<file path="src/rtl/cic_decim_mixer.sv">
// Decimating CIC filter for one I or Q rail of the receive mixer.
// STAGES pipelined integrators at the input rate, a decimation counter,
// STAGES pipelined comb stages (M=1) at the decimated rate, and a
// round-half-up / positive-saturating output stage.
module cic_decim_mixer #(
  parameter int IN_W   = 20,
  parameter int OUT_W  = 16,
  parameter int STAGES = 3,
  parameter int RATE   = 64
) (
  input  logic                    clk,
  input  logic                    reset,
  input  logic signed [IN_W-1:0]  din,
  input  logic                    din_valid,
  output logic signed [OUT_W-1:0] dout,
  output logic                    dout_valid
);

  localparam int CNT_W = $clog2(RATE);
  localparam int ACC_W = IN_W + STAGES * $clog2(RATE);
  // Half an output LSB, used for round-half-up.
  localparam logic [ACC_W-1:0] RND =
    {{OUT_W{1'b0}}, 1'b1, {(ACC_W-OUT_W-1){1'b0}}};
  localparam logic [OUT_W-1:0] OUT_MAX = {1'b0, {(OUT_W-1){1'b1}}};

  logic [ACC_W-1:0]  din_ext;
  logic [CNT_W-1:0]  cnt_reg;
  logic              dec_hit;
  // tok[0] marks E0..E1, tok[k+1] enables comb stage k, tok[STAGES+1] the output.
  logic [STAGES+1:0] tok_reg;
  logic [ACC_W-1:0]  comb_in_reg;
  logic [ACC_W-1:0]  comb_out;
  logic [ACC_W-1:0]  rounded;
  logic              pos_ovf;

  assign din_ext = {{(ACC_W-IN_W){din[IN_W-1]}}, din};
  assign dec_hit = din_valid && (cnt_reg == CNT_W'(RATE - 1));

  genvar gi;

  // Integrator cascade: stage 0 accumulates din, stage k accumulates the
  // registered output of stage k-1. Wraps modulo 2^ACC_W by design.
  generate
    for (gi = 0; gi < STAGES; gi++) begin : g_integ
      logic [ACC_W-1:0] addend;
      logic [ACC_W-1:0] acc_reg;
      if (gi == 0) begin : g_first
        assign addend = din_ext;
      end else begin : g_rest
        assign addend = g_integ[gi-1].acc_reg;
      end
      // Accumulate only on qualified input samples.
      always_ff @(posedge clk or posedge reset) begin
        if (reset) begin
          acc_reg <= '0;
        end else if (din_valid) begin
          acc_reg <= acc_reg + addend;
        end
      end
    end
  endgenerate

  // Decimation counter: advances per valid sample, wraps on the decimating one.
  always_ff @(posedge clk or posedge reset) begin
    if (reset) begin
      cnt_reg <= '0;
    end else if (din_valid) begin
      cnt_reg <= dec_hit ? '0 : cnt_reg + CNT_W'(1);
    end
  end

  // Decimated valid token shifts one stage per clock through the comb pipeline.
  always_ff @(posedge clk or posedge reset) begin
    if (reset) begin
      tok_reg <= '0;
    end else begin
      tok_reg <= {tok_reg[STAGES:0], dec_hit};
    end
  end

  // Capture the post-update last integrator one clock after the decimating sample.
  always_ff @(posedge clk or posedge reset) begin
    if (reset) begin
      comb_in_reg <= '0;
    end else if (tok_reg[0]) begin
      comb_in_reg <= g_integ[STAGES-1].acc_reg;
    end
  end

  // Comb cascade, one register per stage, each advancing only with its token.
  generate
    for (gi = 0; gi < STAGES; gi++) begin : g_comb
      logic [ACC_W-1:0] x;
      logic [ACC_W-1:0] y_reg;
      logic [ACC_W-1:0] prev_reg;
      if (gi == 0) begin : g_first
        assign x = comb_in_reg;
      end else begin : g_rest
        assign x = g_comb[gi-1].y_reg;
      end
      // y = x - x_prev at the decimated rate.
      always_ff @(posedge clk or posedge reset) begin
        if (reset) begin
          y_reg    <= '0;
          prev_reg <= '0;
        end else if (tok_reg[gi+1]) begin
          y_reg    <= x - prev_reg;
          prev_reg <= x;
        end
      end
    end
  endgenerate

  // Round half up; only a positive value can overflow when adding half an LSB.
  assign comb_out = g_comb[STAGES-1].y_reg;
  assign rounded  = comb_out + RND;
  assign pos_ovf  = ~comb_out[ACC_W-1] & rounded[ACC_W-1];

  // Registered output sample plus single-cycle strobe.
  always_ff @(posedge clk or posedge reset) begin
    if (reset) begin
      dout       <= '0;
      dout_valid <= 1'b0;
    end else begin
      dout_valid <= tok_reg[STAGES+1];
      if (tok_reg[STAGES+1]) begin
        dout <= pos_ovf ? OUT_MAX : rounded[ACC_W-1 -: OUT_W];
      end
    end
  end

endmodule

</file>
<file path="config.mk">
export PLATFORM = sky130hd
export DESIGN_NAME = cic_decim_mixer
export DESIGN_NICKNAME = d
export VERILOG_FILES = /design/src/rtl/cic_decim_mixer.sv
export SDC_FILE = /design/constraint.sdc
export NUM_CORES = 1
export LEC_CHECK = 0
export ABC_CLOCK_PERIOD_IN_PS = 9900
export CAP_MARGIN = 25
export CORE_MARGIN = 3
export CORE_UTILIZATION = 50
export CTS_BUF_LIST = sky130_fd_sc_hd__clkbuf_4
export DETAILED_ROUTE_END_ITERATION = 6
export DONT_BUFFER_PORTS = 1
export GPL_ROUTABILITY_DRIVEN = 0
export PLACE_DENSITY = 0.69
export SLEW_MARGIN = 40
export SYNTH_ARGS = -nofsm -noshare
export SYNTH_HDL_FRONTEND = slang
export SYNTH_SLANG_ARGS = --single-unit
</file>
<file path="constraint.sdc">
create_clock -name clk -period 9.9 [get_ports clk]
set_input_delay 0 -clock clk [delete_from_list [all_inputs] [get_ports clk]]
set_output_delay 0 -clock clk [all_outputs]
set_load 0.01 [all_outputs]
</file>
==> results of run 1 <==
-- report_power, final --
group	switching [W]	internal, W	leakage (nW)
Clock	0.000621	0.000720	0.719
Sequential	0.000312	0.00192	5.12
Combinational	0.00269	0.00249	7.12
-- path summary, 6_finish.rpt --
| path | from | end | slack [ns] | cells after the start |
|---|---|---|---|---|
| max | g_integ[0].acc_reg[0] | g_integ[1].acc_reg[36] | 5.85 | 14 |
| min | din[1] | g_integ[0].acc_reg[1] | 0.13 | 4 |
| max reg2reg | g_integ[0].acc_reg[0] | g_integ[1].acc_reg[36] | 5.85 | 14 |
| min reg2reg | comb_in_reg[21] | g_comb[0].prev_reg[21] | 0.48 | 2 |
| max in group asynchronous | reset | g_integ[1].acc_reg[3] | 8.06 | 8 |
| min in group asynchronous | reset | g_comb[2].prev_reg[19] | 0.32 | 4 |
-- layer usage --
metal | routed length, um | up-vias | part of all wire (%) | track usage, %
met5 | 0 | - | 0 | 0
li1 | - | 9611 | - | -
met3 | 1709 | 100 | 3.6 | 3.570
met2 | 22090 | 366 | 46 | 30.67
met4 | 1205 | 0 | 2.5 | 6.373
met1 | 22720 | 8777 | 48 | 23.53
-- critical path: stages (launching register included) --
cell and delay, ns:
dfrtp_1 0.38, ha_1 0.20, inv_1 0.06, fa_1 0.40, nor2b_1 0.17, o31ai_1 0.12
a2111o_1 0.41, a2111o_1 0.44, a2111o_1 0.42, a31oi_2 0.26, a211o_2 0.21, o31ai_2 0.07
xor2_1 0.14, a21oi_1 0.08, dlygate4sd3_1 0.59
-- through the flow --
step	power, W	hold WS (ns)	utilization (%)	cell area [um^2]	setup slack, ns
2_1_floorplan	0.006359	0.2140	-	25010	4.696
3_3_place_gp	0.007108	0.1073	52.03	25580	6.389
3_5_place_dp	0.007249	-0.06350	52.26	25690	6.335
4_1_cts	0.008753	0.05088	55.54	27300	5.904
5_1_grt	0.009542	0.1112	55.56	27310	5.633
6_report	0.008744	0.1343	55.56	27310	5.847
-- placed cells by master, fill, tap and decap left out, types with 6 or more instances in the layout --
cell	netlist	layout
o21bai_1	35	35
nand2_1	252	252
nand2b_1	18	18
xnor2_1	125	125
a31oi_1	17	17
a211oi_1	23	23
mux2_2	201	201
and4_1	7	7
o31a_1	6	6
and2_1	9	9
inv_1	170	169
a21o_1	93	93
and3_1	13	13
nand4_1	25	25
nor3_1	27	27
a221oi_1	7	7
nor2b_1	21	21
nand3_1	41	41
or2_2	8	8
a31o_2	7	7
or3_1	10	10
o211ai_1	8	8
o31ai_1	14	14
xor2_1	71	71
nor4_1	7	7
o21a_1	23	23
o21ai_0	231	231
a21oi_1	221	221
ha_1	223	223
dlygate4sd3_1	0	36
clkbuf_4	0	140
nor2_1	139	139
a211o_1	12	12
clkinv_1	0	18
dfrtp_1	387	384
-- cell usage after synthesis, drive strengths merged, types with 10 or more instances --
cell	instances	area, um^2
nand2b	18	112.6
buf	10	40.04
a31oi	18	118.9
clkbuf	80	301.5
a211o	13	115.1
or3	10	62.56
and3	13	81.33
inv	170	638.1
nand2	252	945.9
a211oi	23	172.7
nand3	41	205.2
a21oi	222	1115
o21ai	235	1180
o31ai	17	142.6
nor2b	21	131.4
o21a	23	172.7
xnor2	125	1095
mux2	201	2263
dfrtp	387	9684
ha	223	2790
a21o	93	698.2
nor3	27	135.1
xor2	71	621.9
nor2	139	521.8
nand4	25	156.4
o21bai	35	262.8
-- final cells by class --
cell class	count	share of cell area (%)
sequential	387	35.49
tap	664	3.042
clock inverter	24	0.6460
timing repair buffer	50	2.108
antenna	1	0.009163
inverter	170	2.350
clock buffer	140	3.849
multi-input combinational	1983	52.50
-- cells by family (layout without fill, tap and decap cells) --
| kind of cell | count (synthesis) | count (layout) | synth area share (%) |
|---|---|---|---|
| buffers and inverters | 260 | 384 | 3.918 |
| xor gates and xnor gates | 196 | 196 | 6.866 |
| other | 0 | 1 | 0 |
| muxes | 204 | 204 | 9.173 |
| DFF | 387 | 387 | 38.73 |
| AOI/OAI and AO/OA | 769 | 769 | 19.19 |
| adders and majority gates | 228 | 228 | 11.56 |
| and+or+nand+nor | 586 | 586 | 10.56 |
==> metrics, run 1 <==
io pins 40; post-route setup TNS 0 ns; Worst slew margin between 50% and 60%; CTS Root Cell clkbuf_4; CTS tree built; Max Cap Viol 0; critical path launch point type register; Yosys reg bits ~390; Worst Path Required around 11 ns; global route overflow 0; dpl cells 3216; Worst Tran Pin Value between 0.6 and 0.7 ns; PortBufs 0; DP HPWL about 35000 um; post-CTS setup buffers 0; clock skew 0.05638 ns; leakage power ~13 nW; Worst Hold Class in -> reg; period utilization 40.94%; DRT Wirelength between 40000 and 50000 um; CTS resizes 0; vias in the first global route between 15000 and 20000; Post-route DRC 0; filler cell count ~4300; area grow syn2layout 9.228%; Worst-Skew Late Latency about 0.81 ns; syn_nets 2881; Iter 0 DRT Violations roughly 1100; P per Cell Area 320.2 nW/um^2; CTS Sinks 387; crit-path max FO 4; Synth Cell Area around 25000 um^2; Syn Inst Count between 2000 and 3000; first-pass GRT wire length about 84000 um; Syn Area/Cell between 9 and 10 um^2; DR WL/cell roughly 14 um; crit path DAT roughly 4.8 ns; number of buffers created by CTS between 100 and 150; CP Capture Type register; antenna viol nets, final 0; Post-synth top flop dfrtp_1; unique cell type count in the Yosys netlist 77; Chip Height between 200 and 250 um; initial antenna violation count 1; Vias/cell approximately 5.5; area of the multi-input gates 14340 um^2; fin cells 3419; Slew Viols, Final 0; EDFF count, synth 0; share of layout cells above drive strength 1 14.34%; Initial Util between 50 and 60%; RSZ-0062 raised after global routing no; min Tclk post-route between 4 and 5 ns; clock tree buffer depth 3; Worst-path clk slew approximately 0.07 ns; DR vias ~19000; chip width 229.6 um; VDD IR max 0.1915 mV; core area slightly below 50000 um^2; die area between 50000 and 60000 um^2; htree depth 3; Reg area slightly below 10000 um^2; total track usage 18.25%; final net count 2944; Yosys warnings 0; pin count of the biggest net entering global routing between 100 and 150; outcome completed; setup violators final 0; drt pass-1 iters 5; critical path class reg -> reg; Max Fclk ~250 MHz; sequential fraction of the synthesis area between 30 and 40%; Async SR Flop Fraction between 90% and 100%; # rows 81; Hold Vio Cnt, Final 0; cts hold-fix bufs 37
Power figures use the tool's default switching activity.
==> inputs of run 2 (changes only) <==
Settings changed: ABC_CLOCK_PERIOD_IN_PS 9900 to 3850, PLACE_DENSITY 0.69 to 0.66.
Clock period 9.9 ns to 3.85 ns, I/O delays scaled along.
==> run 2 against run 1 <==
Fmax rose by 11%. Clock skew fell by 0.0062 ns. Combinational power rose to 2.6 times the previous value. Clock-buffer cell count rose by 6. Cell count rose by 0.58%. Utilization rose by 0.094 points. Sequential cell count did not move. Sequential share of layout area fell by 0.060 points. Via count rose by 0.36%. Clock power rose to 2.6 times the previous value. First-iteration DRC count fell by 14%. Wire length rose by 2.3%. Critical endpoint is now g_integ[1].acc_reg[32]. Largest cell class unchanged.
==> metrics, run 2 (synthesis results as in run 1) <==
first-pass GRT wire length roughly 87000 um; Worst-path clk slew 0.06 ns; Vias/cell approximately 5.5; drt pass-1 iters 5; CTS Root Cell clkbuf_4; core area slightly below 50000 um^2; initial antenna violation count 2; antenna viol nets, final 0; Worst Hold Class in -> reg; vias in the first global route roughly 19000; dpl cells between 3000 and 4000; PortBufs 0; hold_ws 0.2280 ns; Max Fclk approximately 270 MHz; min Tclk post-route around 3.7 ns; global route overflow 0; # rows between 80 and 90; outcome completed; post-CTS setup buffers 0; clock tree buffer depth 3; chip width between 200 and 250 um; number of buffers created by CTS approximately 100; DP HPWL about 35000 um; filler cell count around 4400; final net count between 2000 and 3000; critical path class reg -> reg; VDD IR max around 0.5 mV; Iter 0 DRT Violations approximately 920; Worst-Skew Late Latency 0.83 ns; leakage power between 10 and 15 nW; DR vias between 15000 and 20000; crit path DAT about 4.3 ns; htree depth 3; most frequent cells in the layout dfrtp_1 (384), nand2_1 (252), o21ai_0 (231); Initial Util ~51%; die area 52720 um^2; DRT Wirelength around 49000 um; pin count of the biggest net entering global routing 132; clock skew 0.05022 ns; Chip Height approximately 230 um; CTS Sinks ~390; Max Cap Viol 0; post-route setup TNS 0 ns; Worst Tran Pin Value about 0.69 ns; Hold Vio Cnt, Final 0; io pins 40; Slew Viols, Final 0; period utilization ~95%; area grow syn2layout 9.414%; Post-route DRC 0; CP Capture Type register; RSZ-0062 raised after global routing no; share of layout cells above drive strength 1 about 15%; P per Cell Area about 830 nW/um^2; Worst Path Required between 4 and 5 ns; total track usage a little under a fifth; DR WL/cell 14.20 um; critical path launch point type register; setup violators final 0; CTS tree built; crit-path max FO 4; commonest non-fill, non-tap cell in the layout dfrtp_1; fin cells about 3400; Worst slew margin roughly 54%
==> run 2: cell count changes in the layout (fill, tap and decap cells not counted), sizes merged <==
cell | previous run | this run
buf | 13 | 17
diode | 1 | 4
inv | 170 | 169
bufinv | 3 | 2
clkinvlp | 3 | 2
clkinv | 18 | 29
clkbuf | 141 | 146
==> run 2: stage by stage <==
stage                     util [%]  area, um^2  power, W  setup WS [ns]
final                        55.65       27360   0.02261         0.1892
after global routing         55.65       27360   0.02471        0.03201
after CTS                    55.61       27340   0.02266         0.2250
after detailed placement     52.18       25650   0.01875         0.2533
after global placement       52.13       25630   0.01838         0.3273
after floorplan                  -       25010   0.01635         -1.354
==> run 2: power breakdown <==
group | switching, W | total (W) | leakage [nW] | internal [W]
clock | 0.00162 | 0.00350 | 0.763 | 0.00187
combinational | 0.00699 | 0.0134 | 7.11 | 0.00639
sequential | 0.000802 | 0.00573 | 5.12 | 0.00493
==> run 2: repair_timing <==
action,CTS,global route
hold buffers,38,1
gates resized for setup,0,1
hold endpoints to repair,508,1
setup endpoints to repair,0,1
==> run 2: routing by layer <==
| metal | part of all wire [%] | global-route usage (%) | up-vias |
|---|---|---|---|
| li1 | - | - | 9621 |
| met1 | 47 | 23.93 | 8813 |
| met2 | 47 | 31.76 | 357 |
| met3 | 3.1 | 3.420 | 131 |
| met4 | 3.4 | 8.196 | 0 |
| met5 | 0 | 0 | - |
==> run 2: worst paths after layout <==
check                                            from                     end  slack, ns  cells past startpoint
worst min register to register             cnt_reg[5]              cnt_reg[5]       0.49                      1
max in group asynchronous                       reset              tok_reg[1]       2.55                      4
min in group asynchronous                       reset            comb_out[27]       0.60                      4
worst max register to register  g_integ[1].acc_reg[0]  g_integ[1].acc_reg[32]       0.19                     13
worst max-delay path            g_integ[1].acc_reg[0]  g_integ[1].acc_reg[32]       0.19                     13
worst min-delay path                          din[13]  g_integ[0].acc_reg[13]       0.23                      4
==> run 2: cell type report <==
type,count,area [um^2],area share [%]
diodes,4,10.01,0.03659
multi-input cells,1983,14340,52.43
well taps,664,830.8,3.037
repair buffers,53,544.3,1.990
inverters,170,641.9,2.346
clock buffers,146,1096,4.007
flip-flops and latches,387,9693,35.43
clock inverters,32,196.4,0.7181
==> run 2: worst max-delay path: stages (launching register included) <==
cell and delay [ns]:
dfrtp_1 0.37, ha_1 0.20, inv_1 0.06, fa_1 0.39
nor2b_1 0.19, o31ai_1 0.12, a2111o_1 0.42, a2111o_1 0.45
a2111o_1 0.43, a31oi_2 0.26, nand3_1 0.15, o21ai_2 0.15
xor2_1 0.08, mux2_2 0.26
